### src/rtl/vga_pkg.sv
// Shared VGA definitions: timing presets, pixel colour type, sync region helper.
package vga_pkg;

  // 640x480 @ 60 Hz (25.175 MHz pixel clock)
  localparam int unsigned VGA640_H_VISIBLE = 640;
  localparam int unsigned VGA640_H_FRONT   = 16;
  localparam int unsigned VGA640_H_SYNC    = 96;
  localparam int unsigned VGA640_H_BACK    = 48;
  localparam int unsigned VGA640_V_VISIBLE = 480;
  localparam int unsigned VGA640_V_FRONT   = 10;
  localparam int unsigned VGA640_V_SYNC    = 2;
  localparam int unsigned VGA640_V_BACK    = 33;

  // 1024x768 @ 60 Hz (65 MHz pixel clock)
  localparam int unsigned VGA1024_H_VISIBLE = 1024;
  localparam int unsigned VGA1024_H_FRONT   = 24;
  localparam int unsigned VGA1024_H_SYNC    = 136;
  localparam int unsigned VGA1024_H_BACK    = 160;
  localparam int unsigned VGA1024_V_VISIBLE = 768;
  localparam int unsigned VGA1024_V_FRONT   = 3;
  localparam int unsigned VGA1024_V_SYNC    = 6;
  localparam int unsigned VGA1024_V_BACK    = 29;

  localparam int unsigned RGB_COLOR_W = 8;

  typedef struct packed {
    logic [RGB_COLOR_W-1:0] r;
    logic [RGB_COLOR_W-1:0] g;
    logic [RGB_COLOR_W-1:0] b;
  } rgb_t;

  // True while cnt lies inside the sync pulse [vis+front, vis+front+sync)
  function automatic logic sync_region(input int unsigned cnt,
                                       input int unsigned vis,
                                       input int unsigned front,
                                       input int unsigned sync);
    return (cnt >= vis + front) && (cnt < vis + front + sync);
  endfunction

endpackage

### src/rtl/vga_axis_counter.sv
// One raster axis: wrapping counter advanced on ce && inc, with region flags.
module vga_axis_counter
  import vga_pkg::*;
#(
  parameter int unsigned VIS   = 1024,
  parameter int unsigned FRONT = 24,
  parameter int unsigned SYNC  = 136,
  parameter int unsigned BACK  = 160,
  parameter int unsigned W     = $clog2(VIS + FRONT + SYNC + BACK)
) (
  input  logic         clk,
  input  logic         rst,
  input  logic         ce,
  input  logic         inc,
  output logic [W-1:0] cnt,
  output logic         wrap,
  output logic         visible,
  output logic         in_sync
);

  localparam int unsigned TOTAL = VIS + FRONT + SYNC + BACK;

  assign wrap    = inc && (cnt == W'(TOTAL - 1));
  assign visible = 32'(cnt) < VIS;
  assign in_sync = sync_region(32'(cnt), VIS, FRONT, SYNC);

  // Count 0..TOTAL-1 on qualified increments, wrapping to zero
  always_ff @(posedge clk) begin
    if (rst) begin
      cnt <= '0;
    end else if (ce && inc) begin
      cnt <= wrap ? '0 : cnt + 1'b1;
    end
  end

endmodule

### src/rtl/vga_timing_gen.sv
// VGA raster engine: pixel request stage, PIPE_DELAY alignment line, sync/RGB output stage.
// Optional feature macro: VGA_TEST_PATTERN_EN (8 vertical colour bars selected by test_en).
module vga_timing_gen
  import vga_pkg::*;
#(
  parameter int unsigned H_VISIBLE  = 1024,
  parameter int unsigned H_FRONT    = 24,
  parameter int unsigned H_SYNC     = 136,
  parameter int unsigned H_BACK     = 160,
  parameter int unsigned V_VISIBLE  = 768,
  parameter int unsigned V_FRONT    = 3,
  parameter int unsigned V_SYNC     = 6,
  parameter int unsigned V_BACK     = 29,
  parameter bit          H_SYNC_POL = 1'b0,
  parameter bit          V_SYNC_POL = 1'b0,
  parameter int unsigned PIPE_DELAY = 4,
  parameter int unsigned COLOR_W    = 8,
  localparam int unsigned H_LINE    = H_VISIBLE + H_FRONT + H_SYNC + H_BACK,
  localparam int unsigned V_FRAME   = V_VISIBLE + V_FRONT + V_SYNC + V_BACK,
  localparam int unsigned XW        = $clog2(H_LINE),
  localparam int unsigned YW        = $clog2(V_FRAME)
) (
  input  logic                 clk,
  input  logic                 rst,
  input  logic                 pix_ce,
  input  logic                 test_en,
  input  logic [3*COLOR_W-1:0] color_in,
  output logic                 active,
  output logic [XW-1:0]        active_x,
  output logic [YW-1:0]        active_y,
  output logic                 screenend,
  output logic                 hsync,
  output logic                 vsync,
  output logic [COLOR_W-1:0]   red,
  output logic [COLOR_W-1:0]   green,
  output logic [COLOR_W-1:0]   blue
);

  // Delay-line word layout: {[bar index,] active, hsync_raw, vsync_raw}
  localparam int unsigned P_VS  = 0;
  localparam int unsigned P_HS  = 1;
  localparam int unsigned P_ACT = 2;
`ifdef VGA_TEST_PATTERN_EN
  localparam int unsigned PW = 6;
`else
  localparam int unsigned PW = 3;
`endif

  logic [XW-1:0] h_cnt;
  logic [YW-1:0] v_cnt;
  logic          h_wrap, h_vis, h_in_sync;
  logic          v_wrap_unused, v_vis, v_in_sync;
  logic          hsync_raw, vsync_raw;
  logic [PW-1:0] pipe_in, pipe_tap;
  logic [3*COLOR_W-1:0] color_src;

  vga_axis_counter #(
    .VIS   (H_VISIBLE),
    .FRONT (H_FRONT),
    .SYNC  (H_SYNC),
    .BACK  (H_BACK),
    .W     (XW)
  ) u_h_axis (
    .clk     (clk),
    .rst     (rst),
    .ce      (pix_ce),
    .inc     (1'b1),
    .cnt     (h_cnt),
    .wrap    (h_wrap),
    .visible (h_vis),
    .in_sync (h_in_sync)
  );

  vga_axis_counter #(
    .VIS   (V_VISIBLE),
    .FRONT (V_FRONT),
    .SYNC  (V_SYNC),
    .BACK  (V_BACK),
    .W     (YW)
  ) u_v_axis (
    .clk     (clk),
    .rst     (rst),
    .ce      (pix_ce),
    .inc     (h_wrap),
    .cnt     (v_cnt),
    .wrap    (v_wrap_unused),
    .visible (v_vis),
    .in_sync (v_in_sync)
  );

  // Request stage: register the current raster position and its region flags
  always_ff @(posedge clk) begin
    if (rst) begin
      active    <= 1'b0;
      active_x  <= '0;
      active_y  <= '0;
      screenend <= 1'b0;
      hsync_raw <= 1'b0;
      vsync_raw <= 1'b0;
    end else if (pix_ce) begin
      active    <= h_vis && v_vis;
      active_x  <= h_cnt;
      active_y  <= v_cnt;
      screenend <= (h_cnt == XW'(H_VISIBLE - 1)) && (v_cnt == YW'(V_VISIBLE - 1));
      hsync_raw <= h_in_sync;
      vsync_raw <= v_in_sync;
    end
  end

`ifdef VGA_TEST_PATTERN_EN
  logic [2:0] bar_idx;

  // Bar index from the requested column, carried down the delay line with its pixel
  always_comb begin
    bar_idx = 3'((32'(active_x) * 8) / H_VISIBLE);
  end

  assign pipe_in = {bar_idx, active, hsync_raw, vsync_raw};

  // Colour source: internal bars while test_en, else the frame source
  always_comb begin
    color_src = color_in;
    if (test_en) begin
      color_src = {{COLOR_W{pipe_tap[5]}}, {COLOR_W{pipe_tap[4]}}, {COLOR_W{pipe_tap[3]}}};
    end
  end
`else
  logic unused_test_en;
  assign unused_test_en = test_en;

  assign pipe_in = {active, hsync_raw, vsync_raw};

  // Colour source: the frame source only
  always_comb begin
    color_src = color_in;
  end
`endif

  // With zero delay the output register samples the request stage directly
  generate
    if (PIPE_DELAY == 0) begin : g_no_delay
      assign pipe_tap = pipe_in;
    end else begin : g_delay
      logic [PW-1:0] dl [PIPE_DELAY];

      // Shift register matching the frame source's colour latency
      always_ff @(posedge clk) begin
        if (rst) begin
          for (int unsigned i = 0; i < PIPE_DELAY; i++) begin
            dl[i] <= '0;
          end
        end else if (pix_ce) begin
          dl[0] <= pipe_in;
          for (int unsigned i = 1; i < PIPE_DELAY; i++) begin
            dl[i] <= dl[i-1];
          end
        end
      end

      assign pipe_tap = dl[PIPE_DELAY-1];
    end
  endgenerate

  // Output stage: apply sync polarity and blank RGB outside the visible area
  always_ff @(posedge clk) begin
    if (rst) begin
      hsync <= ~H_SYNC_POL;
      vsync <= ~V_SYNC_POL;
      red   <= '0;
      green <= '0;
      blue  <= '0;
    end else if (pix_ce) begin
      hsync <= pipe_tap[P_HS] ? H_SYNC_POL : ~H_SYNC_POL;
      vsync <= pipe_tap[P_VS] ? V_SYNC_POL : ~V_SYNC_POL;
      red   <= pipe_tap[P_ACT] ? color_src[3*COLOR_W-1 -: COLOR_W] : '0;
      green <= pipe_tap[P_ACT] ? color_src[2*COLOR_W-1 -: COLOR_W] : '0;
      blue  <= pipe_tap[P_ACT] ? color_src[COLOR_W-1 -: COLOR_W]   : '0;
    end
  end

endmodule

### config.mk
export PLATFORM = sky130hd
export DESIGN_NAME = vga_timing_gen
export DESIGN_NICKNAME = d
export VERILOG_FILES = /design/src/rtl/vga_pkg.sv /design/src/rtl/vga_axis_counter.sv /design/src/rtl/vga_timing_gen.sv
export SDC_FILE = /design/constraint.sdc
export NUM_CORES = 1
export LEC_CHECK = 0
export CAP_MARGIN = 25
export CORE_MARGIN = 2
export CORE_UTILIZATION = 49
export CTS_CLUSTER_DIAMETER = 200
export CTS_CLUSTER_SIZE = 24
export DETAILED_ROUTE_END_ITERATION = 8
export GPL_ROUTABILITY_DRIVEN = 0
export PLACE_DENSITY = 0.84
export SETUP_SLACK_MARGIN = 0.2
export SYNTH_ARGS = -nofsm -noshare
export SYNTH_HDL_FRONTEND = slang
export SYNTH_SLANG_ARGS = --single-unit
### constraint.sdc
create_clock -name clk -period 2.1 [get_ports clk]
set_input_delay 0.42 -clock clk [delete_from_list [all_inputs] [get_ports clk]]
set_output_delay 0.42 -clock clk [all_outputs]
set_load 0.01 [all_outputs]
==> summary.md, run 1 <==
| Metric | Value |
|---|---|
| Status | finished clean |
| Drt wl/cell | 15.2 um |
| Drt total wl | 7230 um |
| Reg area | 1810 um^2 |
| Leakage | 0.00168 uW |
| Grt total ovfl | 0 |
| Peak supply drop | 0.000508 V |
| Net Count, Synth | 346 |
| DRT antenna net count | 0 |
| Die ar. | 7430 um^2 |
| Worst-margin pin slew | 836 ps |
| Worst-path clk slew | 90 ps |
| Number of global-route vias before repair | 2,487 |
| Filler cell count | 474 |
| Top FF cell, synth | dfxtp_1 |
| RSZ-0062 raised after global routing | no |
| Total power | 2880 uW |
| Sink Count | 84 |
| Clock root cell | clkbuf_8 |
| H-tree level count | 3 |
| Worst reg-to-reg path cell count | 5 |
| Hold path depth | 1 |
| Die Height | 86.2 um |
| Max Cap Viol | 0 |
| Power Density | 662 nW/um^2 |
| DR pass1 iterations | 4 |
| Cells after Synth | 313 |
| Hold WC Path Type | reg -> reg |
| Number of flops mapped to enable cells by yosys | 12 |
| Min cycle time layout | 1770 ps |
| Tcrit/Tclk final | 84.2% |
| Relative slew slack | 44.3% |
| Vias/cell | 5.48 |
| Number of synthesized register bits | 84 |
| Multi-input logic area | 1370 um^2 |
| Crit path capture type | flop |
| IO Port Bufs | 75 |
| Async S/R FF share, synth | 0% |
| Commonest non-fill, non-tap cell in the layout | clkdlybuf4s50_1 |
| Layout cells sized above 1 | 11.8% |
| Layout Nets | 428 |
| Longest Clk Path Bufs | 2 |
| Setup TNS | 0 ps |
| Final routed DRC violation total | 0 |
| Core area | 6460 um^2 |
| Setup violators final | 0 |
| Clock skew | 13.9 ps |
| Crit Path Max Fanout | 7 |
| Antenna violations before repair | 0 |
| Worst skew pair latency | 350 ps |
| Final hold viol count | 0 |
| Worst Path Required | 2390 ps |
| YS warnings | 0 |
| Die Span X | 86.2 um |
| Max-slew violation count | 0 |
| CP Class | reg -> reg |
| Synth unique cells | 43 |
| GRT Overall Usage | 19.4% |
| Commonest cells after routing, fill and taps aside | 74 x clkdlybuf4s50_1, 69 x dfxtp_1, 32 x nor2_1 |
| Fmax | 566 MHz |
| Largest net degree at the start of global routing | 38 |
| CTS tree | built |
| Layout Area Growth over Synthesis | 31.6% |
| Starting DRT DRC Count | 118 |
| Mean Syn Cell Area | 10.6 um^2 |
| ANT cells | 0 |
| First-pass GRT wire length | 11,500 um |
| Syn Std Cell Area | 3310 um^2 |
| Dpl hpwl | 4850 um |
| CTS Buf Count | 9 |
| Starting Density | 51.3% |
| I/O pins | 77 |
| Hold buffers post-CTS | 0 |
| Row count | 29 |
| Routed vias | 2,612 |
| Worst setup SP type | flop |
| Seq/Total Area, Yosys | 54.4% |
| WP data arrival | 2060 ps |
## area by class of cell
class,count,share of cell area (%)
sequential,84,41.4
multi-input combinational,200,31.5
timing repair buffer,91,20.2
clock buffer,9,2.84
tap,77,2.21
clock inverter,7,1.09
inverter,9,0.775
## worst max-delay path, stage by stage (launching register included)
cell     delay [ps]
dfxtp_2         370
ha_1            180
and4_4          290
nand4_4         160
or4_1           550
a21oi_1         150
## layer usage
| metal | track usage [%] | share of wire (%) | wire length [um] | up-vias |
|---|---|---|---|---|
| met5 | 0 | 0 | 0 | - |
| met4 | 5.54 | 1.4 | 102 | 0 |
| met3 | 5.33 | 6.0 | 434 | 10 |
| met2 | 32.8 | 48 | 3470 | 86 |
| met1 | 24.6 | 45 | 3220 | 1236 |
| li1 | - | - | - | 1280 |
## cell usage after synthesis, types with 2 or more instances
cell type | n | area [um^2]
dfxtp_1 | 72 | 1440
nor2_1 | 33 | 124
a22o_1 | 24 | 210
mux2i_1 | 21 | 210
nand2_1 | 16 | 60.1
and2_1 | 15 | 93.8
a21oi_1 | 14 | 70.1
clkbuf_1 | 14 | 52.6
edfxtp_1 | 12 | 360
inv_1 | 9 | 33.8
nand4_1 | 9 | 56.3
nand3_1 | 8 | 40.0
o21ai_0 | 7 | 35.0
xor2_1 | 6 | 52.6
ha_1 | 5 | 62.6
buf_6 | 4 | 45.0
nand2b_1 | 4 | 25.0
o31ai_1 | 4 | 30.0
or4_1 | 4 | 30.0
nor3_1 | 3 | 15.0
or3_1 | 3 | 18.8
xnor2_1 | 3 | 26.3
and3_2 | 2 | 15.0
nor2b_1 | 2 | 12.5
## per-stage QoR
step	utilization, %	instance area, um^2	hold WS (ps)	std cells	setup slack [ps]
after CTS	67.0	4330	474	474	218
final	67.5	4360	470	477	333
after floorplan	-	3310	434	313	363
after global placement	64.2	4150	445	458	121
after global routing	67.5	4360	497	477	210
after detailed placement	64.2	4150	457	458	100
## where the power goes
group	internal (uW)	switching, uW	total (uW)
registers	1660	14.8	1680
logic	105	85.0	190
clock network	435	585	1020
## sequential cells by signal, indices dropped and copies added (netlist names)
register and flops:
active 1, active_x 11, hsync_raw 1, red 8, green 8, g_delay.dl 12
vsync_raw 1, vsync 1, screenend 1, u_h_axis.cnt 11, blue 8, active_y 10
hsync 1, u_v_axis.cnt 10
## kinds of logic (layout without fill, tap and decap cells)
| kind of cell | count (synthesis) | after routing | share of synthesized area, % |
|---|---|---|---|
| muxes | 21 | 21 | 6.35 |
| and+or+nand+nor | 110 | 111 | 18.2 |
| xor gates and xnor gates | 9 | 9 | 2.38 |
| DFF | 84 | 84 | 54.4 |
| AOI/OAI and AO/OA | 54 | 54 | 11.8 |
| adders and majority gates | 5 | 5 | 1.89 |
| buffers and inverters | 30 | 116 | 4.91 |
## what timing repair did
item	in CTS	in global routing
buffers inserted	0	2
endpoints found under the setup margin	6	8
endpoints found under the hold margin	0	0
gates cloned	0	1
gates resized for setup	1	4
## worst paths after layout
| kind | startpoint | end | slack [ps] |
|---|---|---|---|
| worst max-delay path | u_h_axis.cnt[1] | u_v_axis.cnt[5] | 330 |
| worst min-delay path | hsync_raw | hsync_raw | 470 |
| worst max register to register | u_h_axis.cnt[1] | u_v_axis.cnt[5] | 330 |
| worst min register to register | hsync_raw | hsync_raw | 470 |
No activity file was read; power rests on OpenSTA's default activity.
==> run 2: changes to the inputs <==
--- a/config.mk
+++ b/config.mk
@@ -7,12 +7,12 @@
 export LEC_CHECK = 0
 export CAP_MARGIN = 25
 export CORE_MARGIN = 2
-export CORE_UTILIZATION = 49
+export CORE_UTILIZATION = 45
 export CTS_CLUSTER_DIAMETER = 200
 export CTS_CLUSTER_SIZE = 24
 export DETAILED_ROUTE_END_ITERATION = 8
 export GPL_ROUTABILITY_DRIVEN = 0
-export PLACE_DENSITY = 0.84
+export PLACE_DENSITY = 0.81
 export SETUP_SLACK_MARGIN = 0.2
 export SYNTH_ARGS = -nofsm -noshare
 export SYNTH_HDL_FRONTEND = slang
==> constraint.sdc (replaced) <==
create_clock -name clk -period 1.55 [get_ports clk]
set_input_delay 0.31 -clock clk [delete_from_list [all_inputs] [get_ports clk]]
set_output_delay 0.31 -clock clk [all_outputs]
set_load 0.01 [all_outputs]
==> run 2 against run 1 <==
Compared with the run above: the flow now finishes with violations (setup timing); clock skew shrank 3.7 ps; power increased by 44%; fmax grew 3.8%; via count grew 8.0%; register-to-register slack got worse by 490 ps; sequential power rose by 35%; global-route usage grew 0.59 points; die area rose by 8.5%; highest routed layer unchanged; combinational power up 48%; count of clock-buffer cells in the layout increased by 2; routed wire length up 18%.
==> summary.md, run 2 (synthesized netlist as in run 1, its figures left out) <==
| Metric | Value |
|---|---|
| Global Route met2 Usage | 31.2% (-1.6 points) |
| Grt total ovfl | 0 (unchanged) |
| Die ar. | 8060 um^2 (+8.5%) |
| Drt total wl | 8530 um (+18%) |
| Min cycle time layout | 1700 ps (-63.9 ps) |
| Drt wl/cell | 15.9 um (+5.1%) |
| Worst-path clk slew | 90 ps (about the same) |
| Peak supply drop | 0.000620 V (+22%) |
| WP data arrival | 1930 ps (-130 ps) |
| Crit path capture type | flop |
| Relative slew slack | 72.0% (+28 points) |
| Sink Count | 84 (unchanged) |
| Global Route met1 Usage | 27.4% (+2.8 points) |
| IO Port Bufs | 75 (unchanged) |
| CP startpoint | u_h_axis.cnt[1] |
| H-tree level count | 3 (unchanged) |
| Longest Clk Path Bufs | 2 (unchanged) |
| Starting DRT DRC Count | 89 (-25%) |
| Largest net degree at the start of global routing | 28 (-26%) |
| CP Class | reg -> reg |
| DR pass1 iterations | 4 (unchanged) |
| Setup ws final | -153 ps (-486 ps) |
| Number of global-route vias before repair | 2,708 (+8.9%) |
| Core area | 7180 um^2 (+11%) |
| CP max stage cell | o31ai_1 |
| Worst skew pair latency | 350 ps (about the same) |
| Leakage | 0.00216 uW (+29%) |
| Worst-margin pin slew | 416 ps (-419 ps) |
| Largest regs | g_delay.dl x12, active_x x11, u_h_axis.cnt x11 |
| CTS tree | built |
| CTS Buf Count | 9 (unchanged) |
| Layout cells sized above 1 | 26.6% (+15 points) |
| First-pass GRT wire length | 13,200 um (+15%) |
| Failing checks | setup timing |
| Antenna violations before repair | 0 (unchanged) |
| Vias/cell | 5.27 (-3.7%) |
| Row count | 31 (+6.9%) |
| GRT Overall Usage | 20.0% (+0.59 points) |
| Layout Area Growth over Synthesis | 47.0% |
| M3 GR Usage | 5.03% (-0.30 points) |
| Status | complete, but fails checks |
| Fmax | 587 MHz (+3.8%) |
| ANT cells | 0 (unchanged) |
| Setup violators final | 9 (+9) |
| R2r startpoint | u_h_axis.cnt[1] |
| Clock skew | 10.2 ps (-3.72 ps) |
| I/O pins | 77 (unchanged) |
| Setup TNS | -770 ps (-770 ps) |
| Max-slew violation count | 0 (unchanged) |
| Commonest cells after routing, fill and taps aside | 63 x dfxtp_1, 49 x dlygate4sd2_1, 40 x buf_4 |
| CP cell instances | ha_4 -> and4_4 -> nand4_4 -> buf_6 -> o31ai_1 -> a21oi_2 |
| Die Height | 89.8 um (+4.1%) |
| Max Cap Viol | 0 (unchanged) |
| Cell area after placement | 4420 um^2 (+6.7%) |
| Biggest register | g_delay.dl |
| RSZ-0062 raised after global routing | yes |
| Layout Nets | 464 (+8.4%) |
| Worst Path Required | 1780 ps (-610 ps) |
| Power Density | 853 nW/um^2 (+29%) |
| Hold Startpoint | rst |
| Hold WC Path Type | in -> reg |
| DRT antenna net count | 0 (unchanged) |
| Dpl hpwl | 5390 um (+11%) |
| Die Span X | 89.8 um (+4.1%) |
| Clock root cell | clkbuf_8 |
| Tcrit/Tclk final | 110% (+26 points) |
| Max reg flops | 12 (unchanged) |
| Starting Density | 46.2% (-5.1 points) |
| Worst setup SP type | flop |
| Routed vias | 2,822 (+8.0%) |
| Final hold viol count | 0 (unchanged) |
| Crit-path max cell delay | 400 ps (-150 ps) |
| Final Cell Area | 4870 um^2 (+12%) |
| Most Used Layer, Global Route | met2 |
| Crit Path Max Fanout | 5 (-2) |
| Commonest non-fill, non-tap cell in the layout | dfxtp_1 |
| Total power | 4150 uW (+44%) |
| Final routed DRC violation total | 0 (unchanged) |
==> run 2: power breakdown <==
group	total, uW	internal, uW	switching, uW
clock	1600	797	807
combinational	282	151	132
sequential	2270	2250	18.2
==> run 2: path summary, 6_finish.rpt <==
check        cells after the start  slack (ps)         endpoint
max                              6        -150  u_v_axis.cnt[8]
min                              3         330      active_x[2]
max reg2reg                      6        -150  u_v_axis.cnt[8]
min reg2reg                      2         480            vsync
==> run 2: stage by stage <==
step / hold slack [ps] / utilization (%) / cells / setup slack, ps
2_1_floorplan: 434 / - / 313 / -11.9
3_3_place_gp: 455 / 61.6 / 507 / -114
3_5_place_dp: 466 / 61.6 / 507 / -148
4_1_cts: 462 / 65.1 / 531 / -64.6
5_1_grt: 364 / 67.8 / 535 / -193
6_report: 328 / 67.8 / 535 / -153
==> run 2: critical path, delay by kind of cell, from the launching register on <==
family	cells	cell delay [ps]
adder cells (fa/ha/maj)	1	130
AND/OR/NAND/NOR	2	430
AO/OA/AOI/OAI	2	490
buffers and inverters	1	170
flip-flops	1	360
==> run 2: repair_timing <==
item,in CTS,in global routing
pin swaps,7,12
hold buffers,0,0
gates cloned,1,1
endpoints found under the setup margin,69,44
buffers inserted,7,3
gates resized for setup,61,41
==> run 2: per-layer routing <==
| metal | share of wire (%) | routed length, um | up-vias |
|---|---|---|---|
| met1 | 46 | 3920 | 1348 |
| met2 | 46 | 3960 | 104 |
| met5 | 0 | 0 | - |
| li1 | - | - | 1350 |
| met4 | 2.7 | 231 | 0 |
| met3 | 4.9 | 414 | 20 |
==> run 2: area by class of cell <==
type | instances | area, um^2
Clock buffer | 11 | 141
Clock inverter | 5 | 58.8
Fill cell | 557 | 2310
Inverter | 9 | 37.5
Multi-Input combinational cell | 200 | 1560
Sequential cell | 84 | 1820
Tap cell | 99 | 124
Timing Repair Buffer | 126 | 1130
Timing Repair inverter | 1 | 7.51
